### src/rtl/sys_bridge_n_pkg.sv
// Shared constants for the CPU-to-device bridge: address map, controller
// register offsets and ICAUSE field layout.
package sys_bridge_n_pkg;

  localparam int unsigned DATA_W   = 32;
  localparam int unsigned SLOT_W   = 4;
  localparam int unsigned OFF_W    = 2;
  localparam int unsigned HWINT_W  = 6;

  localparam logic [23:0]       BASE_HI_DEF = 24'h00007F;
  localparam logic [SLOT_W-1:0] CTRL_SLOT   = 4'hF;

  localparam logic [OFF_W-1:0] OFF_IMASK  = 2'd0;
  localparam logic [OFF_W-1:0] OFF_IPEND  = 2'd1;
  localparam logic [OFF_W-1:0] OFF_ICAUSE = 2'd2;
  localparam logic [OFF_W-1:0] OFF_ERR    = 2'd3;

  localparam int unsigned ICAUSE_VALID_BIT = 31;
  localparam int unsigned ICAUSE_IDX_W     = 5;

endpackage

### src/rtl/sys_bridge_n_if.sv
// CPU-side and device-side bus of the bridge; master = CPU/devices, slave = bridge.
interface sys_bridge_n_if #(
  parameter int unsigned NDEV = 4
);
  logic [31:0]          pr_addr;
  logic [31:0]          pr_wd;
  logic                 pr_we;
  logic [31:0]          pr_rd;
  logic [1:0]           dev_addr;
  logic [31:0]          dev_wd;
  logic [NDEV-1:0]      dev_we;
  logic [NDEV*32-1:0]   dev_rd;
  logic [NDEV-1:0]      dev_irq;
  logic [5:0]           hwint;

  modport master (
    output pr_addr, pr_wd, pr_we, dev_rd, dev_irq,
    input  pr_rd, dev_addr, dev_wd, dev_we, hwint
  );

  modport slave (
    input  pr_addr, pr_wd, pr_we, dev_rd, dev_irq,
    output pr_rd, dev_addr, dev_wd, dev_we, hwint
  );
endinterface

### src/rtl/sys_bridge_n_irq_ctrl_n.sv
// Interrupt controller: edge/level capture, pending/mask registers,
// lowest-index cause encoder and folding of NDEV sources onto 6 CPU lines.
module irq_ctrl_n
  import sys_bridge_n_pkg::*;
#(
  parameter int unsigned     NDEV      = 4,
  parameter logic [NDEV-1:0] EDGE_MASK = NDEV'(4'b0001)
) (
  input  logic                clk,
  input  logic                rst,
  input  logic [NDEV-1:0]     dev_irq,
  input  logic                mask_we,
  input  logic [NDEV-1:0]     mask_wd,
  input  logic [NDEV-1:0]     pend_clr,
  output logic [NDEV-1:0]     mask_q,
  output logic [NDEV-1:0]     pend_q,
  output logic [DATA_W-1:0]   cause_c,
  output logic [HWINT_W-1:0]  hwint_c
);

  logic [NDEV-1:0] irq_q, irq_d;
  logic [NDEV-1:0] pend_d, mask_d;
  logic [NDEV-1:0] set_c;
  logic [NDEV-1:0] active_c;

  // Edge-mode bits only fire when the previous sample was low; set beats clear.
  always_comb begin
    irq_d  = dev_irq;
    set_c  = dev_irq & ~(irq_q & EDGE_MASK);
    pend_d = set_c | (pend_q & ~pend_clr);
    mask_d = mask_we ? mask_wd : mask_q;
  end

  always_ff @(posedge clk) begin
    if (rst) begin
      irq_q  <= '0;
      pend_q <= '0;
      mask_q <= '0;
    end else begin
      irq_q  <= irq_d;
      pend_q <= pend_d;
      mask_q <= mask_d;
    end
  end

  // Downward scan so the lowest active index is the last one assigned.
  always_comb begin
    active_c = pend_q & mask_q;
    cause_c  = '0;
    hwint_c  = '0;
    for (int i = int'(NDEV) - 1; i >= 0; i--) begin
      if (active_c[i]) begin
        cause_c                         = '0;
        cause_c[ICAUSE_VALID_BIT]       = 1'b1;
        cause_c[ICAUSE_IDX_W-1:0]       = ICAUSE_IDX_W'(i);
      end
    end
    for (int i = 0; i < int'(NDEV); i++) begin
      hwint_c[i % HWINT_W] = hwint_c[i % HWINT_W] | active_c[i];
    end
  end

endmodule

### src/rtl/sys_bridge_n.sv
// CPU-to-device bridge: address decode, one-hot write strobes, read mux,
// sticky bus-error flag, and the interrupt controller instance.
module sys_bridge_n
  import sys_bridge_n_pkg::*;
#(
  parameter int unsigned     NDEV      = 4,
  parameter logic [NDEV-1:0] EDGE_MASK = NDEV'(4'b0001),
  parameter logic [23:0]     BASE_HI   = BASE_HI_DEF
) (
  input  logic            clk,
  input  logic            rst,
  sys_bridge_n_if.slave   bus
);

  logic [SLOT_W-1:0]  idx_c;
  logic               hit_c, dev_hit_c, ctrl_hit_c, unmapped_c;
  logic               ctrl_we_c;
  logic               mask_we_c;
  logic [NDEV-1:0]    pend_clr_c;
  logic [NDEV-1:0]    dev_we_c;
  logic [DATA_W-1:0]  rd_c;
  logic               err_q, err_d;
  logic [NDEV-1:0]    mask_q, pend_q;
  logic [DATA_W-1:0]  cause_c;
  logic [HWINT_W-1:0] hwint_c;
  logic               unused_c;

  assign unused_c = ^bus.pr_addr[1:0];

  always_comb begin
    idx_c      = bus.pr_addr[7:4];
    hit_c      = (bus.pr_addr[31:8] == BASE_HI);
    dev_hit_c  = hit_c && (idx_c < SLOT_W'(NDEV));
    ctrl_hit_c = hit_c && (idx_c == CTRL_SLOT);
    unmapped_c = !dev_hit_c && !ctrl_hit_c;
    ctrl_we_c  = bus.pr_we && ctrl_hit_c;
    mask_we_c  = ctrl_we_c && (bus.pr_addr[3:2] == OFF_IMASK);
    pend_clr_c = (ctrl_we_c && (bus.pr_addr[3:2] == OFF_IPEND)) ?
                 bus.pr_wd[NDEV-1:0] : '0;
    for (int i = 0; i < int'(NDEV); i++) begin
      dev_we_c[i] = bus.pr_we && hit_c && (idx_c == SLOT_W'(i));
    end
  end

  // Set from an unmapped write wins over a clear (they cannot coincide today).
  always_comb begin
    err_d = err_q;
    if (ctrl_we_c && (bus.pr_addr[3:2] == OFF_ERR)) err_d = 1'b0;
    if (bus.pr_we && unmapped_c)                     err_d = 1'b1;
  end

  always_ff @(posedge clk) begin
    if (rst) err_q <= 1'b0;
    else     err_q <= err_d;
  end

  always_comb begin
    rd_c = '0;
    if (dev_hit_c) begin
      for (int i = 0; i < int'(NDEV); i++) begin
        if (idx_c == SLOT_W'(i)) rd_c = bus.dev_rd[i*32 +: 32];
      end
    end else if (ctrl_hit_c) begin
      case (bus.pr_addr[3:2])
        OFF_IMASK:  rd_c = DATA_W'(mask_q);
        OFF_IPEND:  rd_c = DATA_W'(pend_q);
        OFF_ICAUSE: rd_c = cause_c;
        default:    rd_c = DATA_W'(err_q);
      endcase
    end
  end

  irq_ctrl_n #(
    .NDEV      (NDEV),
    .EDGE_MASK (EDGE_MASK)
  ) u_irq (
    .clk      (clk),
    .rst      (rst),
    .dev_irq  (bus.dev_irq),
    .mask_we  (mask_we_c),
    .mask_wd  (bus.pr_wd[NDEV-1:0]),
    .pend_clr (pend_clr_c),
    .mask_q   (mask_q),
    .pend_q   (pend_q),
    .cause_c  (cause_c),
    .hwint_c  (hwint_c)
  );

  assign bus.pr_rd    = rd_c;
  assign bus.dev_addr = bus.pr_addr[3:2];
  assign bus.dev_wd   = bus.pr_wd;
  assign bus.dev_we   = dev_we_c;
  assign bus.hwint    = hwint_c;

endmodule

### src/flat_wrapper.sv
// flat-port wrapper written by rule: the top's interface ports become plain ports
module sys_bridge_n_flat import sys_bridge_n_pkg::*;
#(
  parameter int unsigned     NDEV      = 4,
  parameter logic [NDEV-1:0] EDGE_MASK = NDEV'(4'b0001),
  parameter logic [23:0]     BASE_HI   = BASE_HI_DEF
)
  (clk, rst, bus_pr_addr, bus_pr_wd, bus_pr_we, bus_dev_rd, bus_dev_irq, bus_pr_rd, bus_dev_addr, bus_dev_wd, bus_dev_we, bus_hwint);
  sys_bridge_n_if #(.NDEV(NDEV)) bus_i ();
  input  logic clk;
  input  logic rst;
  input wire logic [$bits(bus_i.pr_addr)-1:0] bus_pr_addr;
  input wire logic [$bits(bus_i.pr_wd)-1:0] bus_pr_wd;
  input wire logic [$bits(bus_i.pr_we)-1:0] bus_pr_we;
  input wire logic [$bits(bus_i.dev_rd)-1:0] bus_dev_rd;
  input wire logic [$bits(bus_i.dev_irq)-1:0] bus_dev_irq;
  output wire logic [$bits(bus_i.pr_rd)-1:0] bus_pr_rd;
  output wire logic [$bits(bus_i.dev_addr)-1:0] bus_dev_addr;
  output wire logic [$bits(bus_i.dev_wd)-1:0] bus_dev_wd;
  output wire logic [$bits(bus_i.dev_we)-1:0] bus_dev_we;
  output wire logic [$bits(bus_i.hwint)-1:0] bus_hwint;
  assign bus_i.pr_addr = bus_pr_addr;
  assign bus_i.pr_wd = bus_pr_wd;
  assign bus_i.pr_we = bus_pr_we;
  assign bus_i.dev_rd = bus_dev_rd;
  assign bus_i.dev_irq = bus_dev_irq;
  assign bus_pr_rd = bus_i.pr_rd;
  assign bus_dev_addr = bus_i.dev_addr;
  assign bus_dev_wd = bus_i.dev_wd;
  assign bus_dev_we = bus_i.dev_we;
  assign bus_hwint = bus_i.hwint;
  sys_bridge_n #(.NDEV(NDEV), .EDGE_MASK(EDGE_MASK), .BASE_HI(BASE_HI)) u_core (.clk(clk), .rst(rst), .bus(bus_i));
endmodule
### config.mk
export PLATFORM = sky130hd
export DESIGN_NAME = sys_bridge_n_flat
export DESIGN_NICKNAME = d
export VERILOG_FILES = /design/src/rtl/sys_bridge_n_pkg.sv /design/src/rtl/sys_bridge_n_if.sv /design/src/rtl/sys_bridge_n_irq_ctrl_n.sv /design/src/rtl/sys_bridge_n.sv /design/src/flat_wrapper.sv
export SDC_FILE = /design/constraint.sdc
export NUM_CORES = 1
export LEC_CHECK = 0
export CORE_AREA = 2 2 107 109
export DETAILED_ROUTE_END_ITERATION = 16
export DIE_AREA = 0 0 109 111
export PLACE_DENSITY = 0.68
export RECOVER_POWER = 25
export SETUP_SLACK_MARGIN = 0.05
export SLEW_MARGIN = 15
export SYNTH_ARGS = -nofsm -noshare
export SYNTH_HDL_FRONTEND = slang
export SYNTH_SLANG_ARGS = --single-unit
### constraint.sdc
create_clock -name clk -period 2.4 [get_ports clk]
set_input_delay 0.36 -clock clk [delete_from_list [all_inputs] [get_ports clk]]
set_output_delay 0.36 -clock clk [all_outputs]
set_load 0.1 [all_outputs]
# == Word-level counts from Yosys, hierarchy flattened ==
# Index checks and enable logic that the tools add are counted.
# totals
regBits,10
elab_cells,51
in_bits,199
output_inout_bits,76
# classes
n_mux,14
reduce_logical,18
n_lt_le_gt_ge,1
n_eq_ne,8
bitwise,6
# op_table
op,n
$mux W32,10
$pmux W32 S3,1
$eq A24 B7 Y1 const B,1
$logic_and A1 B1 Y1,13
$and A4 B4 Y4,3
$eq A4 B2 Y1 const B,2
$eq A2 B2 Y1 const B,2
$eq A4 B1 Y1 const B,1
$eq A4 B4 Y1 const B,1
$logic_not A4 Y1,1
$lt A4 B3 Y1 const B,1
$mux W4,1
$not A1 Y4,1
$not A4 Y4,1
$or A4 B4 Y4,1
$eq A2 B1 Y1 const B,1
$logic_not A1 Y1,2
$logic_not A2 Y1,1
$mux W1,2
$reduce_bool A2 Y1,1

# == Longest topological paths before layout ==
# Gate-level depths: netlist (run 1).
# depth
ltp_word,8
mapped_depth,7
ltp_nobuf,5

# == By module ==
# From an unflattened synthesis (run 1), not the netlist that was laid out.
# hier_totals
cells_unflattened,277
hier_area_um2,2401.1
# modules_own_cells
mod,area_each_um2,seq_area_each_um2,instances,cells_each
sys_bridge_n,1800.5,20.0,1,203
irq_ctrl_n,600.6,180.2,1,74

# == Worst setup path after synthesis (run 1) ==
# OpenSTA, ideal clock, no wires.
# synth_path
path_kind,input port to output port
startpoint,input bus_pr_addr[21]
endpoint,output bus_dev_we[1]
path_buffers,0
t_arrival_ns,3.763
path_slack_ns,-1.723
stages,4
required_ns,2.040
path_cell_list,or4_4 > nor4_4 > nand4_1 > nor3b_1
# synth_between
elab_chain_cells,3
# synth_lines
item,line_no,rtl
"start, declared",flat_wrapper.sv:12,input wire logic [$bits(bus_i.pr_addr)-1:0] bus_pr_addr;
$eq A24 B7 Y1,sys_bridge_n.sv:32,hit_c = (bus.pr_addr[31:8] == BASE_HI);
$logic_and A1 B1 Y1 (2 in a row),sys_bridge_n.sv:41,dev_we_c[i] = bus.pr_we && hit_c && (idx_c == SLOT_W'(i));
"end, declared",flat_wrapper.sv:20,output wire logic [$bits(bus_i.dev_we)-1:0] bus_dev_we;
# Every way passes these cells.

# == Worst setup path in the final report (run 1) ==
# layout_path
startpoint,input bus_pr_addr[30]
endpoint,output bus_dev_we[2]
# The elaborated chain is that of the path after synthesis.

==> impl_summary.log, run 1 <==
[metrics] top cell type's share of synthesized area: 36.2%
[metrics] worst-case clock skew: between 0.00015 and 0.0002 ns
[metrics] Port Buffer Count: roughly 210
[metrics] final antenna diode count: 0
[metrics] number of clock buffers inserted by TritonCTS: 3
[metrics] Area Growth Syn to Fin: 152%
[metrics] Final Power: 1.05 mW
[metrics] RSZ-0062 raised after global routing: true
[metrics] utilization of the core after routing: 45.3%
[metrics] endpoint of the worst hold path: u_core.err_q
[metrics] share of post-route cells with drive strength above 1: a little over two fifths
[metrics] top post-synthesis cells by area: sky130_fd_sc_hd__mux4_2 (36%), sky130_fd_sc_hd__buf_4 (14%), sky130_fd_sc_hd__dfxtp_1 (10%)
[metrics] count of fill cells added during filler insertion: 1018
[metrics] row cnt: 39
[metrics] HP Start: u_core.err_q
[metrics] htree depth: 1
[metrics] detail-routed via count per cell: 4.44
[metrics] pwr/cell area: 209 nW/um^2
[metrics] number of warnings reported in the yosys synthesis log: 0
[metrics] crit path launch: bus_pr_addr[30]
[metrics] vias in the first global route: approximately 2.7k
[metrics] post-route worst setup slack: -0.102 ns
[metrics] Total GRT Usage: 15.2%
[metrics] detailed-route wire length per cell: 17.2 um
[metrics] Reg2Reg Depth: 4
[metrics] final routed DRC violation total: 0
[metrics] sequential cell area: between 200 and 250 sq um
[metrics] required time of the critical path: 2.04 ns
[metrics] maximum fanout count along the critical path: 4
[metrics] final setup violation count: 28
[metrics] run status: complete, but fails checks
[metrics] CTS sink cnt: 10
[metrics] first-iteration detailed-routing DRC count: 53
[metrics] worst hold path type: reg -> reg
[metrics] number of hold buffers added after CTS: 0
[metrics] y dimension of the die: between 100 and 150 um
[metrics] clock tree from TritonCTS: yes
[metrics] final antenna-violating net count: 0
[metrics] Total Die Area: 12100 sq um
[metrics] clock tree root driver cell: sky130_fd_sc_hd__clkbuf_16
[metrics] clock network latency to the later pin of the worst-skew pair: around 0.23 ns
[metrics] top achievable clock speed: 400 MHz
[metrics] CP max stage delay: 0.54 ns
[metrics] Mapped Cells: 205
[metrics] leakage: 1.90 nW
[metrics] distinct cell type count of the synthesized netlist: 37
[metrics] initial cell density of the core: 18.0%
[metrics] number of failing hold endpoints at the final stage: 0
[metrics] max-slew violation count: 0
[metrics] first-pass GRT wire length: roughly 14000 um
[metrics] 1st-pass router iterations: 4
[metrics] pin count of the biggest net entering global routing: 20
[metrics] cell with the biggest individual delay on the critical path: sky130_fd_sc_hd__or4_4
[metrics] critical path, cell by cell: clkbuf_2, or4_4, nor4_4, buf_4, nand4_1, buf_6, nor3b_4, buf_12
[metrics] routability congestion estimate: ~0.78
[metrics] capturing element type of the critical path: output port
[metrics] antenna violations before repair: 0
[metrics] minimum period implied by the final worst setup slack: 2.50 ns
[metrics] violated checks: negative setup slack
[metrics] total number of vias: 2413
[metrics] worst hold stages: 2
[metrics] Seq/Total Area, Yosys: 10.1%
[metrics] number of nets in the finished design: ~600
[metrics] Multi-input gate area: 1740 sq um
[metrics] max cap viols: 0
[metrics] io pins: 275
[metrics] CTS clk-pin slew, worst paths: 0.04 ns
[metrics] routed wire length: between 9000 and 10000 um
[metrics] element type at the critical path start: primary input
[metrics] total core area: 11100 sq um
[metrics] reg-to-reg startpoint: u_core.err_q
[metrics] post-synthesis sequential element count: 10
[metrics] CTS Buffer Depth: 2
[metrics] largest vdd supply drop: 360 uV
[metrics] die width: 109 um
[metrics] Register-to-Register Setup Slack: ~1.6 ns
[metrics] startpoint-to-endpoint class of the critical path: in -> out
[metrics] data arrival time at the worst-slack endpoint: 2.14 ns
[metrics] capture point of the worst reg-to-reg path: u_core.err_q
[metrics] synthesized cell area: 1990 sq um
[metrics] final worst path period share: 104%
[metrics] library cell occupying the most area in the post-synthesis netlist: sky130_fd_sc_hd__mux4_2
[metrics] total congestion overflow: 0
[metrics] average size of a mapped cell: a little under 10 sq um
[metrics] placed wire-length estimate after detailed placement: 8010 um
stage by stage:
step                      instance area, sq um  worst slack [ns]  hold slack (ns)  TNS, ns  instances
final                                     5020            -0.102            0.478   -0.766        544
after global placement                    4820            -0.362            0.463   -13.48        532
after global routing                      5020            -0.229            0.533    -4.18        544
after floorplan                           2290            -0.556            0.445   -14.27        206
after detailed placement                  4820            -0.424            0.469   -15.53        532
after CTS                                 5030            -0.168            0.476    -1.95        544
registers in the layout, summed over array words and instances, names as in the netlist:
| name | flops |
|---|---|
| u_core.u_irq.irq_q | 1 |
| u_core.u_irq.mask_q | 4 |
| u_core.err_q | 1 |
| u_core.u_irq.pend_q | 4 |
repair_timing:
action | CTS | global route
pin swaps | 9 | 4
buffers inserted | 8 | 0
gates cloned | 3 | 0
resized for setup | 41 | 6
endpoints found under the setup margin | 40 | 39
worst max-delay path: cells and delay by family:
family        cells  cell delay [ns]
simple gates      4             1.17
buf+inv           4             0.60
cells in the mapped netlist, drive strengths merged:
| library cell | number |
|---|---|
| nand2 | 9 |
| buf | 44 |
| o211ai | 1 |
| inv | 6 |
| o311ai | 1 |
| conb | 1 |
| and4b | 1 |
| nor2 | 14 |
| a21oi | 5 |
| clkbuf | 6 |
| nor3 | 3 |
| nor4 | 2 |
| o21ai | 3 |
| o21bai | 3 |
| nand2b | 1 |
| and2 | 3 |
| nand4 | 4 |
| a22o | 1 |
| dfxtp | 10 |
| a211oi | 3 |
| nor4bb | 1 |
| nand3 | 2 |
| mux2 | 3 |
| nor3b | 2 |
| nor2b | 30 |
| or4 | 3 |
| mux4 | 32 |
| mux2i | 4 |
| a22oi | 2 |
| and4 | 2 |
| a31oi | 3 |
worst max-delay path by stage:
| stage | endpoint | slack, ns |
|---|---|---|
| floorplan | bus_dev_we[1] | -0.56 |
| global placement | bus_dev_we[2] | -0.36 |
| detailed placement | bus_pr_rd[30] | -0.42 |
| CTS | bus_dev_we[2] | -0.17 |
| global route | bus_dev_we[2] | -0.23 |
| finish | bus_dev_we[2] | -0.10 |
cell type report:
class / count / area share [%]
multi-input cells: 140 / 34.7
clock buffers: 3 / 1.50
well taps: 143 / 3.57
flip-flops and latches: 10 / 3.99
repair buffers: 242 / 55.8
inverters: 6 / 0.449
logic make-up after synthesis:
kind of cell	count (synthesis)	share of synthesized area, %
DFF	10	10.1
and+or+nand+nor	77	24.5
AOI/OAI and AO/OA	22	7.23
other	1	0.188
buffers and inverters	56	18.1
muxes	39	39.9
placed cells by master, fill, tap and decap left out, drive strengths merged, types with 5 or more instances in the layout:
master / instances
inv: 6
buf: 82
clkbuf: 6
nor2b: 30
nor2: 14
nand2: 9
dfxtp: 10
clkdlybuf4s50: 153
mux4: 32
a21oi: 5
routing by layer:
| layer | vias up | global-route usage [%] | wire length [um] |
|---|---|---|---|
| li1 | 1125 | - | - |
| met1 | 1133 | 16.4 | 3250 |
| met2 | 139 | 29.4 | 5150 |
| met3 | 16 | 3.70 | 825 |
| met4 | 0 | 2.82 | 136 |
| met5 | - | 0 | 0 |
report_power, final:
| part | total, mW | switching, mW | internal (mW) |
|---|---|---|---|
| combinational | 0.578 | 0.185 | 0.393 |
| sequential | 0.179 | 0.00477 | 0.174 |
| clock | 0.289 | 0.0734 | 0.216 |
Note: power is estimated with default switching activity, not from simulation.
==> run 2: changes to the inputs <==
--- a/config.mk
+++ b/config.mk
@@ -11,6 +11,7 @@
 export PLACE_DENSITY = 0.68
 export RECOVER_POWER = 25
 export SETUP_SLACK_MARGIN = 0.05
+export SKIP_CTS_REPAIR_TIMING = 1
 export SLEW_MARGIN = 15
 export SYNTH_ARGS = -nofsm -noshare
 export SYNTH_HDL_FRONTEND = slang
==> impl_summary.log, run 2 (same netlist as run 1, synthesis figures left out) <==
[metrics] run status: complete, but fails checks
[metrics] violated checks: negative setup slack
[metrics] tightest hold margin: between 0.4 and 0.5 ns
[metrics] capture point of the worst reg-to-reg path: u_core.u_irq.pend_q[0]
[metrics] Sequential Power Share: 17.0%
[metrics] leakage: 1.94 nW
[metrics] registers with the highest flip-flop counts: u_core.u_irq.mask_q: 4 flops, u_core.u_irq.pend_q: 4 flops
[metrics] most used cells in the layout excluding fill and tap cells: sky130_fd_sc_hd__clkdlybuf4s50_1 (153), sky130_fd_sc_hd__buf_12 (43), sky130_fd_sc_hd__mux4_2 (32)
[metrics] final routed DRC violation total: 0
[metrics] number of clock buffers inserted by TritonCTS: 3
[metrics] total core area: 11100 sq um
[metrics] reg-to-reg startpoint: u_core.u_irq.irq_q[0]
[metrics] clock network latency to the later pin of the worst-skew pair: about 0.23 ns
[metrics] Internal Power: between 0.7 and 0.8 mW
[metrics] worst hold path type: reg -> reg
[metrics] Register-to-Register Setup Slack: 1.57 ns
[metrics] critical path depth in cells: 7
[metrics] row cnt: 39
[metrics] first-pass GRT wire length: about 14000 um
[metrics] relative contribution of combinational cells to total power: 55.4%
[metrics] Buffers & Inverters on Critical Path: 3
[metrics] Total Die Area: 12100 sq um
[metrics] CTS sink cnt: 10
[metrics] element type at the critical path start: primary input
[metrics] top achievable clock speed: 396 MHz
[metrics] number of failing hold endpoints at the final stage: 0
[metrics] routed wire length: between 9000 and 10000 um
[metrics] worst slack at placement: -0.424 ns
[metrics] minimum period implied by the final worst setup slack: ~2.5 ns
[metrics] CTS clk-pin slew, worst paths: 0.04 ns
[metrics] number of nets in the finished design: 597
[metrics] final antenna-violating net count: 0
[metrics] critical path, cell by cell: clkbuf_2, or4_4, nor4_4, nand4_1, buf_6, nor3b_4, buf_12
[metrics] pwr/cell area: 210 nW/um^2
[metrics] CTS Buffer Depth: 2
[metrics] max cap viols: 0
[metrics] capturing element type of the critical path: output port
[metrics] io pins: roughly 280
[metrics] HP Start: u_core.err_q
[metrics] cell with the biggest individual delay on the critical path: sky130_fd_sc_hd__or4_4
[metrics] Reg2Reg Depth: 3
[metrics] Port Buffer Count: 214
[metrics] total number of vias: 2379
[metrics] commonest non-fill, non-tap cell in the layout: sky130_fd_sc_hd__clkdlybuf4s50_1
[metrics] y dimension of the die: 111 um
[metrics] routability congestion estimate: 0.777
[metrics] worst-case clock skew: just under 0.0002 ns
[metrics] count of fill cells added during filler insertion: 1032
[metrics] share of post-route cells with drive strength above 1: 40.7%
[metrics] vias in the first global route: 2631
[metrics] pin count of the biggest net entering global routing: 25
[metrics] placed wire-length estimate after detailed placement: around 8000 um
[metrics] initial cell density of the core: between 10% and 20%
[metrics] required time of the critical path: 2.04 ns
[metrics] utilization of the core after routing: 45.0%
[metrics] RSZ-0062 raised after global routing: true
[metrics] 1st-pass router iterations: 4
[metrics] Total GRT Usage: 14.4%
[metrics] placed instance count: 532
[metrics] antenna violations before repair: 0
[metrics] post-route worst setup slack: -0.122 ns
[metrics] clock tree root driver cell: sky130_fd_sc_hd__clkbuf_16
[metrics] largest vdd supply drop: 362 uV
[metrics] final setup violation count: 32
[metrics] first-iteration detailed-routing DRC count: 57
[metrics] total congestion overflow: 0
[metrics] clock tree from TritonCTS: yes
[metrics] Area Growth Syn to Fin: 151%
[metrics] switching share of power: 25.1%
[metrics] max-slew violation count: 0
[metrics] die width: 109 um
[metrics] maximum fanout count along the critical path: 4
[metrics] final cell count without fillers: 539
[metrics] worst hold stages: 2
[metrics] detailed-route wire length per cell: 17.0 um
[metrics] startpoint-to-endpoint class of the critical path: in -> out
[metrics] final worst path period share: 105%
[metrics] detail-routed via count per cell: 4.41
[metrics] final antenna diode count: 0
[metrics] endpoint of the worst hold path: u_core.err_q
[metrics] Net Switching: approximately 0.26 mW
[metrics] CP max stage delay: 0.54 ns
[metrics] Final Power: between 1 and 1.5 mW
[metrics] htree depth: 1
[metrics] crit-path leading delay family: simple AND/OR/NAND/NOR gates
[metrics] clock network power share: about 28%
[metrics] data arrival time at the worst-slack endpoint: 2.16 ns
==> run 2: cell count changes in the layout (fill, tap and decap cells not counted), sizes merged <==
cell,delta
buf,-12
dlymetal6s2s,+9
clkdlybuf4s15,-3
clkbuf,+2
dlygate4sd2,-1
==> run 2: layout make-up <==
| type | instances | area, sq um | area share, % |
|---|---|---|---|
| Clock buffer | 3 | 75.1 | 1.51 |
| Inverter | 6 | 22.5 | 0.452 |
| Multi-Input combinational cell | 140 | 1750 | 35.0 |
| Sequential cell | 10 | 200 | 4.01 |
| Tap cell | 143 | 179 | 3.59 |
| Timing Repair Buffer | 237 | 2760 | 55.4 |
==> run 2: worst max-delay path by stage <==
stage,start,end,slack [ns]
global placement,bus_pr_addr[21],bus_dev_we[2],-0.36
CTS,bus_pr_addr[21],bus_pr_rd[30],-0.42
floorplan,bus_pr_addr[21],bus_dev_we[1],-0.56
finish,bus_pr_addr[25],bus_dev_we[2],-0.12
global route,bus_pr_addr[9],bus_dev_we[2],-0.22
detailed placement,bus_pr_addr[21],bus_pr_rd[30],-0.42
==> run 2: worst min-delay path, delay by kind of cell (launching register included) <==
kind	cells	cell delay, ns
flip-flops	1	0.30
buffers and inverters	1	0.06
AO/OA/AOI/OAI	1	0.06
==> run 2: metrics by stage <==
step / instance area (sq um) / setup TNS [ns]
after floorplan: 2290 / -14.27
after global placement: 4820 / -13.48
after detailed placement: 4820 / -15.53
after CTS: 4890 / -13.99
after global routing: 4990 / -5.63
final: 4990 / -2.38
==> run 2: layer usage <==
layer / up-vias / global-route usage (%) / share of wire [%]
li1: 1111 / - / -
met1: 1116 / 15.5 / 35
met2: 136 / 27.8 / 56
met3: 16 / 3.59 / 8.5
met4: 0 / 2.74 / 1.5
met5: - / 0 / 0
==> run 2: power groups by stage <==
stage	Combinational [mW]	Sequential [mW]	Clock [mW]
6_report	0.581	0.179	0.289
5_1_grt	0.615	0.180	0.304
4_1_cts	0.592	0.179	0.296
3_5_place_dp	0.589	0.181	0
3_3_place_gp	0.584	0.181	0
2_1_floorplan	0.475	0.180	0
